`src/rtl/bsg_nonsynth_print_stat_tracker.sv`:
```
// rtl/bsg_nonsynth_print_stat_tracker.sv - print_stat start/end/snapshot tracker with record FIFO and error counters
// Define BSG_PRINT_STAT_TRACKER_DISPLAY_EN to print accepted records and warnings.
module bsg_nonsynth_print_stat_tracker #(
    parameter int data_width_p   = 32,
    parameter int tag_id_width_p = 4,
    parameter int ctr_width_p    = 32,
    parameter int fifo_els_p     = 4,
    parameter int err_width_p    = 16
) (
    input  logic                             clk_i,
    input  logic                             reset_i,
    input  logic                             print_stat_v_i,
    input  logic [data_width_p-1:0]          print_stat_tag_i,
    output logic                             v_o,
    output logic [1:0]                       kind_o,
    output logic [tag_id_width_p-1:0]        tag_id_o,
    output logic [ctr_width_p-1:0]           value_o,
    input  logic                             yumi_i,
    output logic [(1<<tag_id_width_p)-1:0]   active_o,
    output logic [ctr_width_p-1:0]           ctr_o,
    output logic [err_width_p-1:0]           drop_count_o,
    output logic [err_width_p-1:0]           orphan_count_o,
    output logic [err_width_p-1:0]           overlap_count_o,
    output logic [err_width_p-1:0]           rsvd_count_o
);

    localparam int num_tags_p = 1 << tag_id_width_p;
    localparam int ptr_w      = (fifo_els_p > 1) ? $clog2(fifo_els_p) : 1;
    localparam logic [ptr_w:0] full_count = fifo_els_p[ptr_w:0];

    localparam logic [1:0] kind_start = 2'd0;
    localparam logic [1:0] kind_end   = 2'd1;
    localparam logic [1:0] kind_snap  = 2'd2;
    localparam logic [1:0] kind_rsvd  = 2'd3;

    logic [ctr_width_p-1:0]    ctr_r;
    logic [num_tags_p-1:0]     active_r;
    logic [num_tags_p-1:0]     active_n;
    logic [ctr_width_p-1:0]    start_r [num_tags_p];

    logic [1:0]                mem_kind  [fifo_els_p];
    logic [tag_id_width_p-1:0] mem_id    [fifo_els_p];
    logic [ctr_width_p-1:0]    mem_value [fifo_els_p];
    logic [ptr_w-1:0]          wr_ptr;
    logic [ptr_w-1:0]          rd_ptr;
    logic [ptr_w:0]            count;

    logic [err_width_p-1:0]    drop_cnt;
    logic [err_width_p-1:0]    orphan_cnt;
    logic [err_width_p-1:0]    overlap_cnt;
    logic [err_width_p-1:0]    rsvd_cnt;

    logic [1:0]                ev_kind;
    logic [tag_id_width_p-1:0] ev_id;
    logic                      ev_v;
    logic                      start_ev;
    logic                      end_ev;
    logic                      snap_ev;
    logic                      rsvd_ev;
    logic                      overlap;
    logic                      orphan;
    logic                      push_req;
    logic                      push;
    logic                      pop;
    logic                      drop;
    logic                      empty;
    logic                      full;
    logic [1:0]                rec_kind;
    logic [ctr_width_p-1:0]    rec_value;
    logic                      unused_tag_bits;

    // Only the kind field and the id field carry meaning; the bits between them are ignored.
    assign ev_kind         = print_stat_tag_i[data_width_p-1 -: 2];
    assign ev_id           = print_stat_tag_i[tag_id_width_p-1:0];
    assign unused_tag_bits = ^print_stat_tag_i[data_width_p-3:tag_id_width_p];

    assign ev_v     = print_stat_v_i & ~reset_i;
    assign start_ev = ev_v & (ev_kind == kind_start);
    assign end_ev   = ev_v & (ev_kind == kind_end);
    assign snap_ev  = ev_v & (ev_kind == kind_snap);
    assign rsvd_ev  = ev_v & (ev_kind == kind_rsvd);

    assign overlap  = start_ev & active_r[ev_id];
    assign orphan   = end_ev & ~active_r[ev_id];

    assign empty    = (count == '0);
    assign full     = (count == full_count);
    assign pop      = yumi_i & ~empty;
    assign push_req = snap_ev | (end_ev & active_r[ev_id]);
    // A full FIFO still accepts when the head leaves in the same cycle.
    assign push     = push_req & (~full | pop);
    assign drop     = push_req & full & ~pop;

    always_comb begin
        rec_kind  = kind_snap;
        rec_value = ctr_r;
        if (end_ev) begin
            rec_kind  = kind_end;
            rec_value = ctr_r - start_r[ev_id];
        end
    end

    always_comb begin
        active_n = active_r;
        if (start_ev) begin
            active_n[ev_id] = 1'b1;
        end
        if (end_ev) begin
            active_n[ev_id] = 1'b0;
        end
    end

    always_ff @(posedge clk_i or posedge reset_i) begin
        if (reset_i) begin
            ctr_r       <= '0;
            active_r    <= '0;
            wr_ptr      <= '0;
            rd_ptr      <= '0;
            count       <= '0;
            drop_cnt    <= '0;
            orphan_cnt  <= '0;
            overlap_cnt <= '0;
            rsvd_cnt    <= '0;
        end else begin
            ctr_r    <= ctr_r + 1'b1;
            active_r <= active_n;
            if (push) begin
                wr_ptr <= wr_ptr + 1'b1;
            end
            if (pop) begin
                rd_ptr <= rd_ptr + 1'b1;
            end
            if (push && !pop) begin
                count <= count + 1'b1;
            end else if (pop && !push) begin
                count <= count - 1'b1;
            end
            if (drop && ~&drop_cnt) begin
                drop_cnt <= drop_cnt + 1'b1;
            end
            if (orphan && ~&orphan_cnt) begin
                orphan_cnt <= orphan_cnt + 1'b1;
            end
            if (overlap && ~&overlap_cnt) begin
                overlap_cnt <= overlap_cnt + 1'b1;
            end
            if (rsvd_ev && ~&rsvd_cnt) begin
                rsvd_cnt <= rsvd_cnt + 1'b1;
            end
        end
    end

    // Storage needs no reset: the pointers and the active mask qualify every read.
    always_ff @(posedge clk_i) begin
        if (start_ev) begin
            start_r[ev_id] <= ctr_r;
        end
        if (push) begin
            mem_kind[wr_ptr]  <= rec_kind;
            mem_id[wr_ptr]    <= ev_id;
            mem_value[wr_ptr] <= rec_value;
        end
    end

    assign v_o             = ~empty;
    assign kind_o          = empty ? 2'd0 : mem_kind[rd_ptr];
    assign tag_id_o        = empty ? '0 : mem_id[rd_ptr];
    assign value_o         = empty ? '0 : mem_value[rd_ptr];
    assign active_o        = active_r;
    assign ctr_o           = ctr_r;
    assign drop_count_o    = drop_cnt;
    assign orphan_count_o  = orphan_cnt;
    assign overlap_count_o = overlap_cnt;
    assign rsvd_count_o    = rsvd_cnt;

    yumi_needs_valid: assert property (@(posedge clk_i) disable iff (reset_i) yumi_i |-> v_o)
        else $error("yumi_i asserted while v_o is low");

`ifdef BSG_PRINT_STAT_TRACKER_DISPLAY_EN
    always_ff @(posedge clk_i) begin
        if (!reset_i) begin
            if (push) begin
                $display("[PRINT_STAT] kind=%s id=%0d value=%0d ctr=%0d",
                         (rec_kind == kind_end) ? "END" : "SNAP", ev_id, rec_value, ctr_r);
            end
            if (drop) begin
                $display("[PRINT_STAT] warning: record dropped id=%0d ctr=%0d", ev_id, ctr_r);
            end
            if (orphan) begin
                $display("[PRINT_STAT] warning: END without START id=%0d ctr=%0d", ev_id, ctr_r);
            end
            if (overlap) begin
                $display("[PRINT_STAT] warning: START while active id=%0d ctr=%0d", ev_id, ctr_r);
            end
            if (rsvd_ev) begin
                $display("[PRINT_STAT] warning: reserved tag kind id=%0d ctr=%0d", ev_id, ctr_r);
            end
        end
    end
`endif

endmodule
```
`config.mk`:
```
export PLATFORM = sky130hd
export DESIGN_NAME = bsg_nonsynth_print_stat_tracker
export DESIGN_NICKNAME = d
export VERILOG_FILES = /design/src/rtl/bsg_nonsynth_print_stat_tracker.sv
export SDC_FILE = /design/constraint.sdc
export NUM_CORES = 1
export LEC_CHECK = 0
export ABC_AREA = 0
export BUFFER_PORTS_ARGS = -buffer_cell sky130_fd_sc_hd__clkbuf_2
export CAP_MARGIN = 15
export CORE_AREA = 2 2 293 208
export DETAILED_ROUTE_END_ITERATION = 10
export DIE_AREA = 0 0 295 210
export PLACE_DENSITY = 0.77
export SYNTH_ARGS = -nofsm -noshare
export SYNTH_HDL_FRONTEND = slang
export SYNTH_SLANG_ARGS = --single-unit
```
`constraint.sdc`:
```
create_clock -name clk_i -period 4.5 [get_ports clk_i]
set_input_delay 0.9 -clock clk_i [delete_from_list [all_inputs] [get_ports clk_i]]
set_output_delay 0.9 -clock clk_i [all_outputs]
set_load 0.01 [all_outputs]
```
==> metrics.yaml <==
status:
  outcome: "completed"
global_routing:
  gr-total-overflow: 0
  grt_max_degree: 66
  grt_pass1_vias: 18200
  grt_pass1_wl_um: 116000
  antenna_found_initial: 1
  track_usage_pct: 25.8
run:
  maxCapViolCount: 0
final_layout:
  n_antenna_cell: 0
  nets: 2220
  final_util_pct: 64.5
  drive_gt1_share_pct: 32.9
  design_area_sq_mm: 0.0382
  synthToLayoutAreaGrowth_pct: 18.4
power:
  power_density_mw_per_mm2: 416
  ir_worst_vdd_mv: 0.392
  p_leak_nw: 14.9
  power.total_w: 0.0159
worst_setup_path:
  crit_fanout: 33
  cpPeakStageDelay_ns: 0.49
  crit_path_end_kind: "register"
  slowest_stage: "mux4_2"
  arrival_ns: 4.80
  cp_cell_sequence: "clkbuf_8 -> buf_4 -> buf_4 -> mux4_2 -> mux4_2 -> inv_1 -> ha_1 -> nand2_1 -> o21ai_0 -> a2111oi_1 -> a21o_1 -> a21oi_1 -> or4_1 -> a21oi_2 -> xor2_2"
  critPathKind: "in -> reg"
  cp-start-kind: "input port"
  cp.required_ns: 4.92
  path_buf_inv: 4
  cp_top_family: "compound AO/OA/AOI/OAI gates"
place:
  hpwl_um: 48200
  place_area_sq_mm: 0.0358
  routabilityCongestion: 0.918
  port_buffers: 160
sta:
  setup_viol_count_final: 0
  fin_skew_ns: 0.0303
  fin_crit_sh_pct: 97.4
  clock.fmax_mhz: 228
  timing_hold_violations_final: 0
  slew_headroom_pct: 29.1
  finalCriticalPeriod_ns: 4.38
  timing.final.max_slew_violations: 0
  worstMarginPinSlew_ns: 1.06
synth:
  synth_top_area_share_pct: 61.9
  syn_nets: 1853
  netlist_area_sq_mm: 0.0322
  async_reset_ff_share_pct: 15.2
  post_synth_main_area_contributors: "edfxtp_1 62%, mux4_2 14%, dfrtp_1 9.2%"
  netlist-cell-type-count: 57
  synthCells: 1772
  yosys_warnings: 0
  synth_seq_area_share_pct: 71.1
  syn_avg_cell_area_sq_um: 18.2
  synth_edf_count: 664
  synth-seq-cells: 783
  synthFlopType: "edfxtp_1"
  synth_area_leader_cell: "edfxtp_1"
floorplanning:
  dieArea_sq_mm: 0.0620
  ios: 187
  start_util_pct: 54.4
  die_w_um: 295
  std_cell_rows: 75
  die_h_um: 210
  core_area_sq_mm: 0.0592
clock_network:
  cts_buffer_depth: 3
  cts_max_level: 3
  cts_sinks: 783
  numCtsBuffers: 71
  tritoncts: "done"
  cts-root-buf: "clkbuf_16"
  clk_pin_slew_worst_paths_ns: 0.06
  insertion_delay_ns: 0.64
hold_path:
  hold_class: "reg -> reg"
route:
  viasPerCell: 6.08
  finalWirelength_um: 78800
  drt-pass1-iter-count: 6
  drcViolationCount: 0
  drtIter0Drc: 2285
  vias: 18300
  ant_nets: 0
  wl_per_cell_um: 26.2
logic make-up (layout without fill, tap and decap cells):
family	count (synthesis)	count (layout)	synth area share, %
DFF	783	783	71.1
and+or+nand+nor	342	342	5.23
muxes	210	210	14.4
AOI/OAI and AO/OA	148	148	2.69
buffers and inverters	123	547	1.46
xor gates and xnor gates	121	121	3.29
adders and majority gates	45	45	1.79
placed cells by master (no fill, tap or decap), types with 41 or more instances in the layout:
cell type and n:
edfxtp_1 664, mux4_2 203, buf_4 175, clkbuf_2 157
dfrtp_1 117, nand2_1 113, xnor2_1 83, clkbuf_16 72
o21ai_0 62, inv_1 52, nor2_1 44, ha_1 41
layout make-up:
class	instances	area, sq um
Clock buffer	88	1910
Clock inverter	42	393
Fill cell	3944	21000
Inverter	56	213
Multi-Input combinational cell	866	9050
Sequential cell	783	22900
Tap cell	808	1010
Timing Repair Buffer	361	2670
per-layer routing:
metal / share of wire, % / vias to the layer above / track usage [%]
li1: - / 7708 / -
met1: 41 / 9447 / 38.1
met2: 47 / 978 / 39.4
met3: 9.8 / 137 / 5.85
met4: 2.6 / 2 / 7.35
met5: 0.016 / - / 0
Yosys cell counts, types with 3 or more instances:
master,number
edfxtp_1,664
mux4_2,203
and3_1,20
xnor2_1,83
o31ai_1,4
a211oi_1,8
mux2_2,5
nand2_1,114
dfrtp_1,119
o21ai_0,71
ha_1,43
buf_1,26
or3_1,4
nand3b_1,3
a21o_1,10
inv_1,54
a21oi_1,31
or2_2,3
nor3_1,13
o21bai_1,6
nand4_1,26
nor2_1,57
nand2b_1,8
and4_1,4
xor2_1,38
and2_1,44
clkbuf_1,38
nand3_1,35
worst paths after layout:
| path | slack [ns] | start | endpoint | cells past startpoint |
|---|---|---|---|---|
| setup / recovery | 0.12 | print_stat_tag_i[1] | mem_value[3][31] | 15 |
| hold / removal | 0.45 | ctr_o[0] | ctr_o[0] | 1 |
| setup reg to reg | 0.53 | start_r[3][2] | mem_value[0][16] | 13 |
| hold reg to reg | 0.45 | ctr_o[0] | ctr_o[0] | 1 |
| max in group asynchronous | 3.09 | reset_i | active_o[8] | 3 |
| min in group asynchronous | 0.46 | reset_i | rsvd_count_o[2] | 2 |
what timing repair did:
action                     in CTS  in global routing
pin swaps                       0                  2
setup buffers                   0                  0
hold buffers                    0                  0
gates resized for setup         2                 10
setup endpoints to repair      12                 40
flip-flops by register name, summed over array words and instances (netlist names), 16 cells and up:
name and count:
drop_count_o 16, active_o 16, rsvd_count_o 16, start_r 512
overlap_count_o 16, ctr_o 32, mem_value 128, orphan_count_o 16
mem_id 16
power breakdown:
group	total (W)	switching (W)	leakage, nW	internal [W]
registers	0.00815	0.000240	8.75	0.00791
clock network	0.00602	0.00268	1.13	0.00334
logic	0.00169	0.000839	5.06	0.000852
total	0.0159	0.00376	14.9	0.0121
per-stage QoR:
| stage | hold slack (ns) | setup TNS, ns | setup WS, ns | instances |
|---|---|---|---|---|
| after CTS | 0.451 | 0 | 0.0451 | 3004 |
| after global placement | 0.435 | -23.20 | -0.565 | 2874 |
| after detailed placement | 0.443 | -31.08 | -0.683 | 2874 |
| final | 0.450 | 0 | 0.119 | 3004 |
| after global routing | 0.482 | -0.00458 | -0.00101 | 3004 |
| after floorplan | 0.449 | 0 | 0.00125 | 1772 |
Note: power is estimated with default switching activity, not from simulation.
